### config.mk
export PLATFORM = sky130hd
export DESIGN_NAME = fetch_sequencer
export DESIGN_NICKNAME = d
export VERILOG_FILES = /design/src/rtl/cpu_pkg.sv /design/src/rtl/fetch_timeout_ctr.sv /design/src/rtl/fetch_sequencer.sv
export SDC_FILE = /design/constraint.sdc
export NUM_CORES = 1
export LEC_CHECK = 0
export BUFFER_PORTS_ARGS = -buffer_cell sky130_fd_sc_hd__buf_2
export CAP_MARGIN = 15
export CORE_MARGIN = 2
export CORE_UTILIZATION = 31
export CTS_CLUSTER_SIZE = 10
export DETAILED_ROUTE_END_ITERATION = 16
export SLEW_MARGIN = 15
export SYNTH_ARGS = -nofsm -noshare
export SYNTH_HDL_FRONTEND = slang
export SYNTH_SLANG_ARGS = --single-unit
export TNS_END_PERCENT = 20
### constraint.sdc
create_clock -name clock -period 2.6 [get_ports clock]
set_input_delay 0.26 -clock clock [delete_from_list [all_inputs] [get_ports clock]]
set_output_delay 0.26 -clock clock [all_outputs]
set_load 0.01 [all_outputs]
### src/rtl/cpu_pkg.sv
// rtl/cpu_pkg.sv - shared CPU widths, reset vector and fetch state encoding
package cpu_pkg;

  localparam int CPU_ADDR_W = 8;
  localparam int CPU_DATA_W = 8;

  // The PC resets to this address too, so the first fetch always lands here.
  localparam logic [CPU_ADDR_W-1:0] RESET_VECTOR = 8'h00;

  typedef enum logic [2:0] {
    ST_IDLE   = 3'd0,
    ST_REQ    = 3'd1,
    ST_WAIT   = 3'd2,
    ST_HOLD   = 3'd3,
    ST_HALTED = 3'd4
  } fetch_state_t;

endpackage

### src/rtl/fetch_timeout_ctr.sv
// rtl/fetch_timeout_ctr.sv - WAIT-cycle counter that flags a stalled memory read
module fetch_timeout_ctr #(
  parameter int TIMEOUT = 15
) (
  input  logic clock,
  input  logic reset_n,
  input  logic clear,
  input  logic count_en,
  output logic expired
);

  localparam int CNT_W = (TIMEOUT < 2) ? 1 : $clog2(TIMEOUT + 1);

  logic [CNT_W-1:0] count;

  always_ff @(posedge clock or negedge reset_n) begin
    if (!reset_n) begin
      count <= '0;
    end else if (clear) begin
      count <= '0;
    end else if (count_en && (count != CNT_W'(TIMEOUT))) begin
      count <= count + CNT_W'(1);
    end
  end

  // count holds the WAIT cycles already spent, so the TIMEOUT-th stalled cycle fires.
  assign expired = count_en && (count == CNT_W'(TIMEOUT - 1));

endmodule

### src/rtl/fetch_sequencer.sv
// rtl/fetch_sequencer.sv - instruction fetch FSM driving the PC; FETCH_TIMEOUT_EN adds a WAIT timeout
module fetch_sequencer
  import cpu_pkg::*;
#(
  parameter int ADDR_W  = CPU_ADDR_W,
  parameter int DATA_W  = CPU_DATA_W,
  parameter int TIMEOUT = 15
) (
  input  logic              clock,
  input  logic              reset_n,
  input  logic [ADDR_W-1:0] pc_addr,
  output logic [ADDR_W-1:0] next_address,
  output logic              mem_rd,
  output logic [ADDR_W-1:0] mem_addr,
  input  logic              mem_ready,
  input  logic [DATA_W-1:0] mem_rdata,
  output logic [DATA_W-1:0] instr,
  output logic              instr_valid,
  input  logic              dec_ready,
  input  logic              branch_take,
  input  logic [ADDR_W-1:0] branch_target,
  input  logic              halt,
  output logic              fetch_err
);

  fetch_state_t state, state_nxt;
  logic         capture;
  logic         timeout_hit;

  always_ff @(posedge clock or negedge reset_n) begin
    if (!reset_n) begin
      state <= ST_IDLE;
    end else begin
      state <= state_nxt;
    end
  end

  always_comb begin
    state_nxt = state;
    capture   = 1'b0;
    case (state)
      ST_IDLE: state_nxt = ST_REQ;
      ST_REQ: begin
        if (mem_ready) begin
          capture   = 1'b1;
          state_nxt = ST_HOLD;
        end else begin
          state_nxt = ST_WAIT;
        end
      end
      ST_WAIT: begin
        if (mem_ready) begin
          capture   = 1'b1;
          state_nxt = ST_HOLD;
        end else if (timeout_hit) begin
          state_nxt = ST_HALTED;
        end
      end
      ST_HOLD: begin
        if (dec_ready) begin
          state_nxt = halt ? ST_HALTED : ST_REQ;
        end
      end
      ST_HALTED: state_nxt = ST_HALTED;
      default:   state_nxt = ST_IDLE;
    endcase
  end

  always_ff @(posedge clock or negedge reset_n) begin
    if (!reset_n) begin
      instr <= '0;
    end else if (capture) begin
      instr <= mem_rdata;
    end
  end

  assign mem_rd      = (state == ST_REQ) || (state == ST_WAIT);
  assign mem_addr    = mem_rd ? pc_addr : ADDR_W'(RESET_VECTOR);
  assign instr_valid = (state == ST_HOLD);

  // The PC loads every edge, so anything but an accepted, non-halting HOLD must echo pc_addr.
  always_comb begin
    next_address = pc_addr;
    if ((state == ST_HOLD) && dec_ready && !halt) begin
      next_address = branch_take ? branch_target : pc_addr + ADDR_W'(1);
    end
  end

`ifdef FETCH_TIMEOUT_EN
  logic fetch_err_q;

  fetch_timeout_ctr #(
    .TIMEOUT (TIMEOUT)
  ) u_timeout (
    .clock    (clock),
    .reset_n  (reset_n),
    .clear    ((state == ST_REQ) && !mem_ready),
    .count_en ((state == ST_WAIT) && !mem_ready),
    .expired  (timeout_hit)
  );

  always_ff @(posedge clock or negedge reset_n) begin
    if (!reset_n) begin
      fetch_err_q <= 1'b0;
    end else if (timeout_hit) begin
      fetch_err_q <= 1'b1;
    end
  end

  assign fetch_err = fetch_err_q;
`else
  assign timeout_hit = 1'b0;
  // TIMEOUT only matters with the counter built in; it is folded away here.
  assign fetch_err   = 1'b0 & (TIMEOUT != 0);
`endif

endmodule

==> flow_summary_export.csv <==
group,metric,value,unit
pwr,swShare,0.4002,
global_route,grt_max_degree,17,
synthesis,ys.warnings.count,0,
pwr,seqPwrFrac,0.271,
global_route,grt_use_total,0.1420,
route,viasPerCell,4.983,
floorplan,die-area,3206,sq um
synthesis,yosysTopAreaCell,"dfrtp_1",
route,antenna_left,0,
worst_setup_path,worstSetupEndpointType,"primary output",
route,routedWlPerCell,12.39,um
cts,postCtsSetupBuffers,0,
worst_setup_path,path_delay_family,"simple AND/OR/NAND/NOR gates",
cts,clk_pin_slew,70,ps
cts,cts_max_level,1,
sta,period_needed,2110,ps
floorplan,rows,19,
placement,dp_cells,173,
job,drv_cap,0,
finish,area_delta_synth_final,36.74,%
synthesis,synthArstFlopShare,1.000,
synthesis,yosysMostFrequentCell,"dfrtp_1",
outcome,outcome,"finished, final reports clean",
synthesis,synthTopCellsByCount,"dfrtp_1 (11), and2_2 (8), mux2_4 (8), nor2_1 (8), o21ai_0 (8)",
route,via_count,887,
synthesis,synth-edff-count,0,
sta,finalSetupViolCount,0,
cts,cts_buffer_depth,2,
global_route,grt_antenna_before_repair,0,
cts,ctsResizeCount,0,
hold_path,min_to,"state[1]",
hold_path,holdPathStages,2,
synthesis,synth_cell_types,28,
floorplan,fp.dieH,56.62,um
sta,hold_viol,0,
placement,numPortBuffers,55,
pwr,p_int,700.4,uW
cts,cts_buffers,3,
hold_path,hp-class,"input port to register",
synthesis,synth-seq-cells,11,
floorplan,ioPinCount,57,
worst_setup_path,reg2regPathDepth,4,
worst_setup_path,critPathMaxStageDelay,450,ps
hold_path,hp-start,"dec_ready",
worst_setup_path,cp_data_arrival_time,1850,ps
worst_setup_path,rrSetupSlack,1040,ps
worst_setup_path,start_kind,"register",
synthesis,ys_seq_area_frac,0.3207,
floorplan,core_area,2686,sq um
global_route,gr-total-overflow,0,
finish,final_layout_size_suffix_gt1_frac,0.5442,
sta,final.period_utilization,0.8117,
route,drc,0,
worst_setup_path,cpMaxStageDelayCell,"dfrtp_1",
pwr,vdd_drop_max,0.4567,mV
worst_setup_path,required,2340,ps
finish,finalNetCount,179,
cts,cts_tree,"done",
pwr,power_density,995.0,nW/um^2
pwr,combPwrFrac,0.633,
finish,post-route-util,0.4369,
placement,dp_hpwl,1779,um
synthesis,yosys.area.top_type_share,0.3207,
cts,cts-hold-fix-buffers,1,
worst_setup_path,r2r-start,"state[0]",
sta,fin_worst_skew,4.371,ps
worst_setup_path,critPathBufInv,2,
route,wl,2205,um
floorplan,initial_core_util,0.3195,
worst_setup_path,critical_path.max_fanout,10,
sta,setup-tns-final,0,ps
cts,clkSinkCount,11,
worst_setup_path,worstPathCellList,"nand3b_1, inv_1, nand3b_1, o21ai_0, o21ai_0, buf_2",
finish,n_antenna_cell,0,
pwr,power.total,1.168,mW
route,drtPass1Iterations,4,
synthesis,syn_inst,91,
sta,whs,211.8,ps
global_route,grt_pass1_wl,3684,um
synthesis,ys_top_cells_by_area,"dfrtp_1 (32%), mux2_4 (14%), and2_2 (7.0%), o21ai_0 (4.7%), a21oi_1 (3.5%)",
pwr,switching_power,467.3,uW
synthesis,synthFlopType,"dfrtp_1",
worst_setup_path,path_class,"register to primary output",
cts,clock_latency,260,ps
finish,fin_cells,178,
sta,rsz0062_at_grt,"false",
global_route,grt_pass1_vias,868,
sta,slew_viol_final,0,
cts,cts-root-buf,"clkbuf_4",
synthesis,synth_area,858.3,sq um
synthesis,synth_area_per_cell,9.432,sq um
route,dr.first_iter.drc_count,29,
floorplan,die_x,56.62,um
pwr,leakage,0.6221,nW
worst_setup_path,r2r-end,"instr[7]",
synthesis,syn_nets,122,
sta,fmax,473.9,MHz
placement,place_congestion,0.7735,
pwr,pwr-share-clk,0.096,
-- worst max-delay path by stage --
stage / from / end / slack [ps] / cells after the start
final: state[2] / next_address[4] / 490 / 6
after global routing: state[2] / next_address[4] / 280 / 6
after CTS: state[2] / next_address[4] / 470 / 6
after detailed placement: state[2] / next_address[4] / 780 / 6
after global placement: state[2] / next_address[0] / 830 / 5
after floorplan: state[2] / next_address[0] / 1000 / 4
-- cells in the final DEF (no fill, tap or decap), types with 2 or more instances in the layout --
cell      instances
buf_2            55
dfrtp_1          11
and2_2            8
nor2_1            8
o21ai_0           8
mux2_4            8
a21oi_1           6
nand3_1           5
and3_1            4
nand2_1           4
inv_1             3
o22ai_1           3
mux2i_1           3
clkbuf_4          3
nand3b_1          2
a31o_2            2
a22oi_1           2
-- state kept, by name, indices dropped and copies added, names as in the netlist --
name and flops:
state 3, instr 8
-- logic make-up after synthesis --
| group | synth area share |
|---|---|
| flops | 0.3207 |
| mux | 0.1749 |
| buf+inv | 0.05394 |
| xor+xnor | 0.01896 |
| fa+ha+maj | 0.01457 |
| other cells | 0.004369 |
| simple gates | 0.2522 |
| compound gates | 0.1604 |
-- cell type report --
class	instances	area [sq um]
clock buffers	4	26.28
fillers	271	1513
inverters	3	11.26
multi-input cells	73	536.8
flip-flops and latches	11	275.3
well taps	31	38.79
repair buffers	56	285.3
-- metal layers --
metal | GRT usage | part of all wire | vias up
met3 | 0.02304 | 0.084 | 2
met5 | 0 | 0 | -
met4 | 0.04422 | 0.0027 | 0
met1 | 0.1691 | 0.41 | 404
met2 | 0.2575 | 0.50 | 44
li1 | - | - | 437
-- worst reg2reg max path, delay by kind of cell, from the launching register on --
| family | cells | cell delay, ps |
|---|---|---|
| muxes | 1 | 320 |
| xor gates and xnor gates | 1 | 190 |
| and+or+nand+nor | 2 | 490 |
| DFF | 1 | 440 |
-- power groups by stage --
stage	Combinational (mW)	Clock, mW	Sequential (mW)
5_1_grt	0.806	0.125	0.329
2_1_floorplan	0.494	0	0.348
6_report	0.740	0.112	0.316
4_1_cts	0.754	0.119	0.316
3_5_place_dp	0.747	0	0.319
3_3_place_gp	0.736	0	0.314
-- stage by stage --
stage / worst slack [ps] / instance area, sq um
CTS: 469.1 / 1174
detailed placement: 778.0 / 1137
global placement: 831.1 / 1137
global route: 277.7 / 1174
floorplan: 998.9 / 858.3
finish: 489.6 / 1174
Note: power is estimated with default switching activity, not from simulation.
